[config.mk]
export PLATFORM = sky130hd
export DESIGN_NAME = control_sequencer
export DESIGN_NICKNAME = d
export VERILOG_FILES = /design/src/rtl/control_sequencer.sv
export SDC_FILE = /design/constraint.sdc
export NUM_CORES = 1
export LEC_CHECK = 0
export BUFFER_PORTS_ARGS = -buffer_cell sky130_fd_sc_hd__buf_2
export CELL_PAD_IN_SITES_DETAIL_PLACEMENT = 1
export CELL_PAD_IN_SITES_GLOBAL_PLACEMENT = 1
export CORE_MARGIN = 5
export CORE_UTILIZATION = 19
export DETAILED_ROUTE_END_ITERATION = 16
export PLACE_DENSITY = 0.77
export SLEW_MARGIN = 10
export SYNTH_ARGS = -nofsm -noshare
export SYNTH_HDL_FRONTEND = slang
export SYNTH_SLANG_ARGS = --single-unit
export TNS_END_PERCENT = 5
[constraint.sdc]
create_clock -name clock -period 1.6 [get_ports clock]
set_input_delay 0.16 -clock clock [delete_from_list [all_inputs] [get_ports clock]]
set_output_delay 0.16 -clock clock [all_outputs]
set_load 0.02 [all_outputs]
[src/rtl/control_sequencer.sv]
// Moore control sequencer: fetch/decode/execute strobes for the load/store/ALU subset.
// Optional macro MEM_WAIT_EN: Read/Write steps stall until mem_ready; otherwise every step is one cycle.
module control_sequencer (
  input  logic        clock,
  input  logic        clear,
  input  logic [31:0] ir,
  input  logic        mem_ready,
  output logic        Gra,
  output logic        Grb,
  output logic        Grc,
  output logic        Rin,
  output logic        Rout,
  output logic        BAout,
  output logic        Cout,
  output logic        PCout,
  output logic        PCin,
  output logic        IncPC,
  output logic        MARin,
  output logic        MDRin,
  output logic        MDRout,
  output logic        Read,
  output logic        Write,
  output logic        IRin,
  output logic        Yin,
  output logic        Zin,
  output logic        Zlowout,
  output logic [3:0]  alu_op,
  output logic        run
);

  typedef enum logic [3:0] {
    T0 = 4'd0, T1 = 4'd1, T2 = 4'd2, T3 = 4'd3,
    T4 = 4'd4, T5 = 4'd5, T6 = 4'd6, T7 = 4'd7,
    HALT = 4'd8
  } state_t;

  localparam logic [4:0] OP_LD   = 5'b00000;
  localparam logic [4:0] OP_LDI  = 5'b00001;
  localparam logic [4:0] OP_ST   = 5'b00010;
  localparam logic [4:0] OP_ADD  = 5'b00011;
  localparam logic [4:0] OP_SUB  = 5'b00100;
  localparam logic [4:0] OP_AND  = 5'b00101;
  localparam logic [4:0] OP_OR   = 5'b00110;
  localparam logic [4:0] OP_ADDI = 5'b01100;
  localparam logic [4:0] OP_ANDI = 5'b01101;
  localparam logic [4:0] OP_ORI  = 5'b01110;
  localparam logic [4:0] OP_HALT = 5'b11011;

  state_t      state_q;
  logic [4:0]  opcode;
  logic        is_r, is_i, is_ldi, is_ld, is_st, is_halt, uses_alu;
  logic [3:0]  alu_sel;
  logic        mem_ok;
  logic        unused_ir;

  assign opcode    = ir[31:27];
  assign unused_ir = ^ir[26:0];

`ifdef MEM_WAIT_EN
  assign mem_ok = mem_ready;
`else
  logic unused_mem_ready;
  assign mem_ok           = 1'b1;
  assign unused_mem_ready = mem_ready;
`endif

  // Unlisted opcodes fall through every class and therefore execute as nop.
  assign is_r     = (opcode == OP_ADD) || (opcode == OP_SUB) || (opcode == OP_AND) || (opcode == OP_OR);
  assign is_i     = (opcode == OP_ADDI) || (opcode == OP_ANDI) || (opcode == OP_ORI);
  assign is_ldi   = (opcode == OP_LDI);
  assign is_ld    = (opcode == OP_LD);
  assign is_st    = (opcode == OP_ST);
  assign is_halt  = (opcode == OP_HALT);
  assign uses_alu = is_r || is_i || is_ldi || is_ld || is_st;

  always_comb begin
    case (opcode)
      OP_SUB:          alu_sel = 4'b0001;
      OP_AND, OP_ANDI: alu_sel = 4'b0010;
      OP_OR,  OP_ORI:  alu_sel = 4'b0011;
      default:         alu_sel = 4'b0000;
    endcase
  end

  always_ff @(posedge clock) begin
    if (clear) begin
      state_q <= T0;
    end else begin
      case (state_q)
        T0: state_q <= T1;
        T1: if (mem_ok) state_q <= T2;
        T2: state_q <= T3;
        T3: state_q <= uses_alu ? T4 : (is_halt ? HALT : T0);
        T4: state_q <= T5;
        T5: state_q <= (is_ld || is_st) ? T6 : T0;
        T6: begin
          if (is_st) state_q <= T7;
          else if (is_ld) begin
            if (mem_ok) state_q <= T7;
          end else state_q <= T0;
        end
        T7:   if (!is_st || mem_ok) state_q <= T0;
        HALT: state_q <= HALT;
        default: state_q <= T0;
      endcase
    end
  end

  always_comb begin
    {Gra, Grb, Grc, Rin, Rout, BAout, Cout, PCout, PCin, IncPC} = '0;
    {MARin, MDRin, MDRout, Read, Write, IRin, Yin, Zin, Zlowout} = '0;
    alu_op = 4'b0000;
    run    = 1'b0;
    if (!clear) begin
      run = (state_q != HALT);
      case (state_q)
        T0: {PCout, MARin, IncPC, Zin} = 4'b1111;
        T1: {Zlowout, PCin, Read, MDRin} = 4'b1111;
        T2: {MDRout, IRin} = 2'b11;
        T3: begin
          if (is_r || is_i) {Grb, Rout, Yin} = 3'b111;
          else if (uses_alu) {Grb, BAout, Yin} = 3'b111;
        end
        T4: begin
          if (is_r) begin
            {Grc, Rout, Zin} = 3'b111;
            alu_op = alu_sel;
          end else if (is_i) begin
            {Cout, Zin} = 2'b11;
            alu_op = alu_sel;
          end else if (uses_alu) begin
            {Cout, Zin} = 2'b11;
          end
        end
        T5: begin
          if (is_ld || is_st) {Zlowout, MARin} = 2'b11;
          else if (uses_alu) {Zlowout, Gra, Rin} = 3'b111;
        end
        T6: begin
          if (is_ld) {Read, MDRin} = 2'b11;
          else if (is_st) {Gra, Rout, MDRin} = 3'b111;
        end
        T7: begin
          if (is_ld) {MDRout, Gra, Rin} = 3'b111;
          else if (is_st) Write = 1'b1;
        end
        default: ;
      endcase
    end
  end

endmodule

======== Yosys cells after proc, flatten, opt, wreduce, memory -nomap -nowiden ========
Cells that the tools add are included.
word-level totals
  bits in registers ....................... 4
  input port bits ......................... 35
  output and inout bits ................... 24
  logic and storage cells ................. 95
cells by class
  equality and inequality tests ........... 19
  muxes and demuxes ....................... 61
  reduce and logical (&&, ||, !) cells .... 14
operator list
  kind                                                                   number
  1-bit two-way mux                                                      41
  4-bit case mux with 8 select lines                                     1
  4-bit two-way mux                                                      6
  4-bit by 3-bit equality test with 1-bit output, second input constant  4
  5-bit by 3-bit equality test with 1-bit output, second input constant  3
  5-bit by 4-bit equality test with 1-bit output, second input constant  3
  1-bit case mux with 2 select lines                                     7
  5-bit by 2-bit equality test with 1-bit output, second input constant  2
  1-bit logical OR                                                       10
  3-bit two-way mux                                                      3
  4-bit by 2-bit equality test with 1-bit output, second input constant  2
  1-bit case mux with 3 select lines                                     2
  2-bit case mux with 3 select lines                                     1
  5-bit by 1-bit equality test with 1-bit output, second input constant  1
  5-bit equality test, second input constant                             1
  5-bit zero test                                                        1
  4-bit by 1-bit equality test with 1-bit output, second input constant  1
  4-bit equality test, second input constant                             1
  4-bit zero test                                                        1
  4-bit != test, second input constant                                   1
  2-bit OR reduction                                                     2

======== Longest topological paths before layout ========
Gate-level depths: netlist of run 1.
  word-level depth ........................ 13
  mapped depth ............................ 6
  gate-level depth less buffers ........... 4

======== Least setup slack after synthesis of run 1 ========
No wires, ideal clock.
  kind .................................... reg-to-output
  start ................................... register state_q[2]
  end ..................................... output alu_op[0]
  arrival time ............................ 1.782 ns
  data required time ...................... 1.440 ns
  path slack .............................. -0.342 ns
  stages on the path, launching flop included .. 6
  buffers on the path ..................... 1
  cell sequence ........................... dfxtp_1 > buf_4 > or3b_2 > nor4_1 > nand2_1 > nor3_1
on the way
  word-level cells in the longest chain between the ends .. 3
ends and longest elaborated chain
  item                                            RTL line  RTL
  start, declared                                 49        state_t state_q;
  start signal, assigned                          93        T3: state_q <= uses_alu ? T4 : (is_halt ? HALT : T0);
  start signal, assigned                          95        T5: state_q <= (is_ld || is_st) ? T6 : T0;
  4-bit by 3-bit equality test with 1-bit output  116       case (state_q)
  4-bit two-way mux                               116
  4-bit two-way mux                               114       if (!clear) begin
  end, declared                                   27        output logic [3:0] alu_op,
Every way passes these cells.

======== Final worst setup path of run 1 ========
Ends and elaborated chain as after synthesis.

==> results of run 1 <==
==> cells by family (layout without fill, tap and decap cells) <==
kind of cell	after synthesis	after routing	share of synthesized area (%)
flip-flops	4	4	13.42
AO/OA/AOI/OAI	19	19	21.18
XOR/XNOR	3	3	4.403
AND/OR/NAND/NOR	46	46	43.40
adder cells (fa/ha/maj)	1	1	1.677
other	1	2	0.6283
buffers and inverters	16	53	15.30
==> layer usage <==
metal  wire length, um  part of all wire [%]
met1              1019                    40
met2              1369                    54
met3               129                   5.1
met4                 0                     0
met5                 0                     0
==> cell usage in the layout (no fill, tap or decap), types with 3 or more instances in the layout <==
cell type	count
nor2_1	7
nor2_4	3
buf_2	9
a21oi_1	3
nand2b_1	4
nand3_1	3
clkbuf_4	3
buf_4	30
buf_6	9
==> where the power goes <==
group,switching [W],internal [W]
registers,0.0000107,0.000105
clock network,0.0000424,0.0000840
logic,0.000127,0.000104
==> metrics by stage <==
step	instances	TNS (ns)	utilization (%)
CTS	172	-1.698	34.17
global route	172	-2.648	36.07
global placement	169	-0.3248	29.71
finish	172	-1.296	36.07
detailed placement	169	-0.5314	29.71
floorplan	91	-0.4608	-
==> cell type report <==
class,count,area (sq um),share of cell area [%]
timing repair buffer,48,371.6,34.02
tap,44,55.05,5.040
inverter,2,7.507,0.6873
multi-input combinational,71,549.3,50.29
sequential,4,86.33,7.904
clock buffer,3,22.52,2.062
==> worst max-delay path by stage <==
stage / from / to / slack [ns] / cells past startpoint
floorplan: ir[27] / MDRin / -0.08 / 4
global placement: ir[31] / Read / -0.12 / 6
detailed placement: ir[31] / Read / -0.14 / 6
CTS: state_q[2] / alu_op[0] / -0.17 / 5
global route: state_q[2] / alu_op[0] / -0.25 / 5
finish: state_q[2] / alu_op[0] / -0.15 / 5
==> critical path: cells and delay by family (launching register included) <==
kind / cells / cell delay [ns]
simple gates: 4 / 0.89
flops: 1 / 0.32
buf+inv: 1 / 0.14
==> timing repair <==
action	in CTS	in global routing
endpoints found under the setup margin	21	21
pin swaps	8	1
resized for setup	39	15
hold endpoints to repair	0	0
==> results.yml, run 1 <==
timing:
  fmax_ghz: 0.5698
  fin_ws_ns: -0.1549
  hold_violations: 0
  fin_crit_sh_pct: 109.7
  finalCriticalPeriod_ns: 1.755
  clock_skew_ns: 0.0002715
  holdWs_ns: 0.2490
  setup_viol: 15
  rsz0062_at_grt: "true"
  slew_viol_final: 0
synthesis:
  synth_warnings: 0
  synth_area_leaders: "dfxtp_1, buf_4, nor2_1"
  yosysTopAreaCellShare_pct: 13.42
  synth_cell_types: 39
  synth_top_area_cell: "dfxtp_1"
  synth.most_common_cell: "nor2_1"
  ys_seq_area_share_pct: 13.42
  syn_area_sq_um: 596.8
  ys_ff_latch: 4
  synth_common_cells: "nor2_1, buf_4, clkbuf_1"
  ys.flop_type: "dfxtp_1"
  syn_inst: 90
  synth-edff-count: 0
  synth_area_per_cell_sq_um: 6.631
  synthArstFlopShare_pct: 0
cts:
  cts-buffers-inserted: 3
  clock_latency_ns: 0.24
  cts_tree: "done"
  post_cts_buffers: 0
  cts.path.max_buffers: 2
  clock-sinks: 4
  cts_hold_buf: 0
  ctsRootBufferMaster: "clkbuf_4"
  clk_pin_slew_ns: 0.04
  htreeDepth: 1
die:
  rows: 20
  io-pin-count: 59
  die_h_um: 66.05
  fp.dieW_um: 66.05
  floorplan.initialDensity_pct: 19.71
  die_area_sq_um: 4362
  core_area_sq_um: 3028
global_route:
  overflow: 0
  antenna_found_initial: 0
  grt_max_degree: 11
  grtUsageMet3_pct: 3.231
  grtUsageMet2_pct: 21.90
  grt_use_total_pct: 11.83
  busiest_layer: "met2"
  met1_usage_pct: 13.17
  grt_pass1_wl_um: 4057
  first_global_vias: 880
detailed_routing:
  postRouteAntennaNets: 0
  drc_errors: 0
  routed_wl_um: 2519
  drt-initial-drc-count: 3
  firstDrtPassIters: 4
  routedWlPerCell_um: 14.65
  vias: 812
  vias_per_cell: 4.721
finish:
  layout-drive-gt1-share_pct: 60.16
  fillers: 385
  fin_nets: 165
  regMostFlops: "state_q"
  largest_registers: "state_q (4)"
  area_growth_pct: 83.02
  n_antenna_cell: 0
  finish.instance_area_sq_um: 1092
  largest_reg_flops: 4
critical_path:
  crit_chain: "or3b_4, nor4_4, nand2_2, nor3_4, buf_6"
  r2r-start: "state_q[3]"
  regToRegSetupSlack_ns: 0.40
  start_kind: "flop"
  crit_type: "flop to output pin"
  critical-path-max-stage-delay_ns: 0.41
  worstPathMaxFanout: 3
  end_kind: "output pin"
  slowest_stage: "or3b_4"
  r2r_cells: 4
  r2r_end: "state_q[0]"
  required_ns: 1.44
  worstPathArrival_ns: 1.59
placement:
  place_ws_ns: -0.1425
  placed_area_sq_um: 899.6
  port_buffers: 28
  place_congestion: 0.9050
  hpwl_um: 1878
power:
  peakVddDrop_uv: 185.3
  p_leak_nw: 0.4677
  power.density_nw_per_um2: 433.4
  power.total_w: 0.0004734
min_path:
  hp-class: "input pin to flop"
  hold_end: "state_q[3]"
  whs_path_depth: 3
  hold_start: "clear"
status:
  failed_checks: "negative setup slack"
  run_status: "complete, but fails checks"
job:
  cap_violations: 0
Power figures use the tool's default switching activity.
==> run 2, diff against run 1 <==
- SKIP_CTS_REPAIR_TIMING: unset -> 1
==> results.yml, run 2 (synthesized netlist as in run 1, its figures left out) <==
status:
  run_status: "complete, but fails checks"
  failed_checks: "negative setup slack"
finish:
  mostFrequentLayoutCell: "buf_4"
  largest_registers: "state_q (4)"
  area_growth_pct: 72.54
  fin_nets: 165
  fin_util_pct: 34.01
  fillers: 397
  n_antenna_cell: 0
  largest_reg_flops: 4
  regMostFlops: "state_q"
  layout-drive-gt1-share_pct: 57.81
  mostFrequentLayoutCells: "buf_4, buf_2, nor2_1"
critical_path:
  crit_chain: "buf_6, or3_4, nor2_2, nand2b_1, nor2_1, buf_4"
  critical-path-max-stage-delay_ns: 0.38
  slowest_stage: "or3_4"
  crit_type: "flop to output pin"
  worstSetupPathDepth: 6
  cpLargestDelayFamily: "simple AND/OR/NAND/NOR gates"
  end_kind: "output pin"
  required_ns: 1.44
  r2r_cells: 4
  crit_buf_inv: 2
  start_kind: "flop"
  worstPathArrival_ns: 1.59
  worstPathMaxFanout: 10
min_path:
  hp-class: "input pin to flop"
  whs_path_depth: 3
timing:
  holdWs_ns: 0.2388
  hold_violations: 0
  rsz0062_at_grt: "true"
  clock_skew_ns: 0.0002908
  fin_crit_sh_pct: 109.6
  setup_viol: 17
  finalCriticalPeriod_ns: 1.753
  slew_viol_final: 0
  fin_ws_ns: -0.1530
  fmax_ghz: 0.5705
detailed_routing:
  vias: 813
  vias_per_cell: 4.727
  routed_wl_um: 2409
  postRouteAntennaNets: 0
  firstDrtPassIters: 4
  routedWlPerCell_um: 14.01
  drc_errors: 0
  drt-initial-drc-count: 12
die:
  rows: 20
  die_h_um: 66.05
  die_area_sq_um: 4362
  floorplan.initialDensity_pct: 19.71
  fp.dieW_um: 66.05
  io-pin-count: 59
  core_area_sq_um: 3028
global_route:
  antenna_found_initial: 0
  grt_use_total_pct: 11.27
  grt_max_degree: 11
  first_global_vias: 857
  overflow: 0
  grt_pass1_wl_um: 3905
cts:
  clk_pin_slew_ns: 0.04
  htreeDepth: 1
  cts_tree: "done"
  cts.path.max_buffers: 2
  cts-buffers-inserted: 3
  ctsRootBufferMaster: "clkbuf_4"
  clock-sinks: 4
  clock_latency_ns: 0.24
power:
  p_leak_nw: 0.4448
  swShare_pct: 37.73
  switchingPower_w: 0.0001725
  pwr-share-clk_pct: 27.6
  pwr-share-seq_pct: 25.1
  comb_power_share_pct: 47.3
  peakVddDrop_uv: 193.4
  power.density_nw_per_um2: 444.1
  internal_power_w: 0.0002848
job:
  cap_violations: 0
placement:
  hpwl_um: 1878
  port_buffers: 28
  place_congestion: 0.9050
## run 2: metrics by stage
step	std cells	power [W]	cell area (sq um)	setup TNS (ns)	worst slack, ns
finish	172	0.0004573	1030	-1.607	-0.1530
global route	172	0.0004864	1030	-3.121	-0.2620
CTS	172	0.0004466	922.1	-3.785	-0.3877
detailed placement	169	0.0003158	899.6	-0.5314	-0.1425
global placement	169	0.0003078	899.6	-0.3248	-0.1163
floorplan	91	0.0002425	638.1	-0.4608	-0.08494
## run 2: routing by layer
metal	part of all wire, %	track usage (%)
met1	42	13.48
met2	53	19.40
met3	5.2	3.401
met4	0	3.046
met5	0	0
## run 2: worst register-to-register path, stage by stage, from the launching register on
cell and delay (ns):
dfxtp_1 0.30, buf_4 0.15, or2_2 0.32, buf_4 0.16
a311oi_1 0.24
## run 2: path summary, 6_finish.rpt
check	startpoint	endpoint	slack (ns)
min reg2reg	state_q[2]	state_q[3]	0.57
max	state_q[2]	BAout	-0.15
min	clear	state_q[3]	0.24
max reg2reg	state_q[3]	state_q[0]	0.32
## run 2: layout make-up
cell class	count	area (sq um)	share of cell area [%]
clock buffers	3	22.52	2.187
inverters	2	7.507	0.7290
multi-input cells	71	516.7	50.18
flip-flops and latches	4	86.33	8.384
well taps	44	55.05	5.346
repair buffers	48	341.6	33.17
## run 2: power groups by stage
stage	clock network, W	logic, W	registers (W)
final	0.000126	0.000216	0.000115
after global routing	0.000137	0.000234	0.000116
after CTS	0.000131	0.000202	0.000114
after detailed placement	0	0.000201	0.000115
after global placement	0	0.000193	0.000114
after floorplan	0	0.000135	0.000107
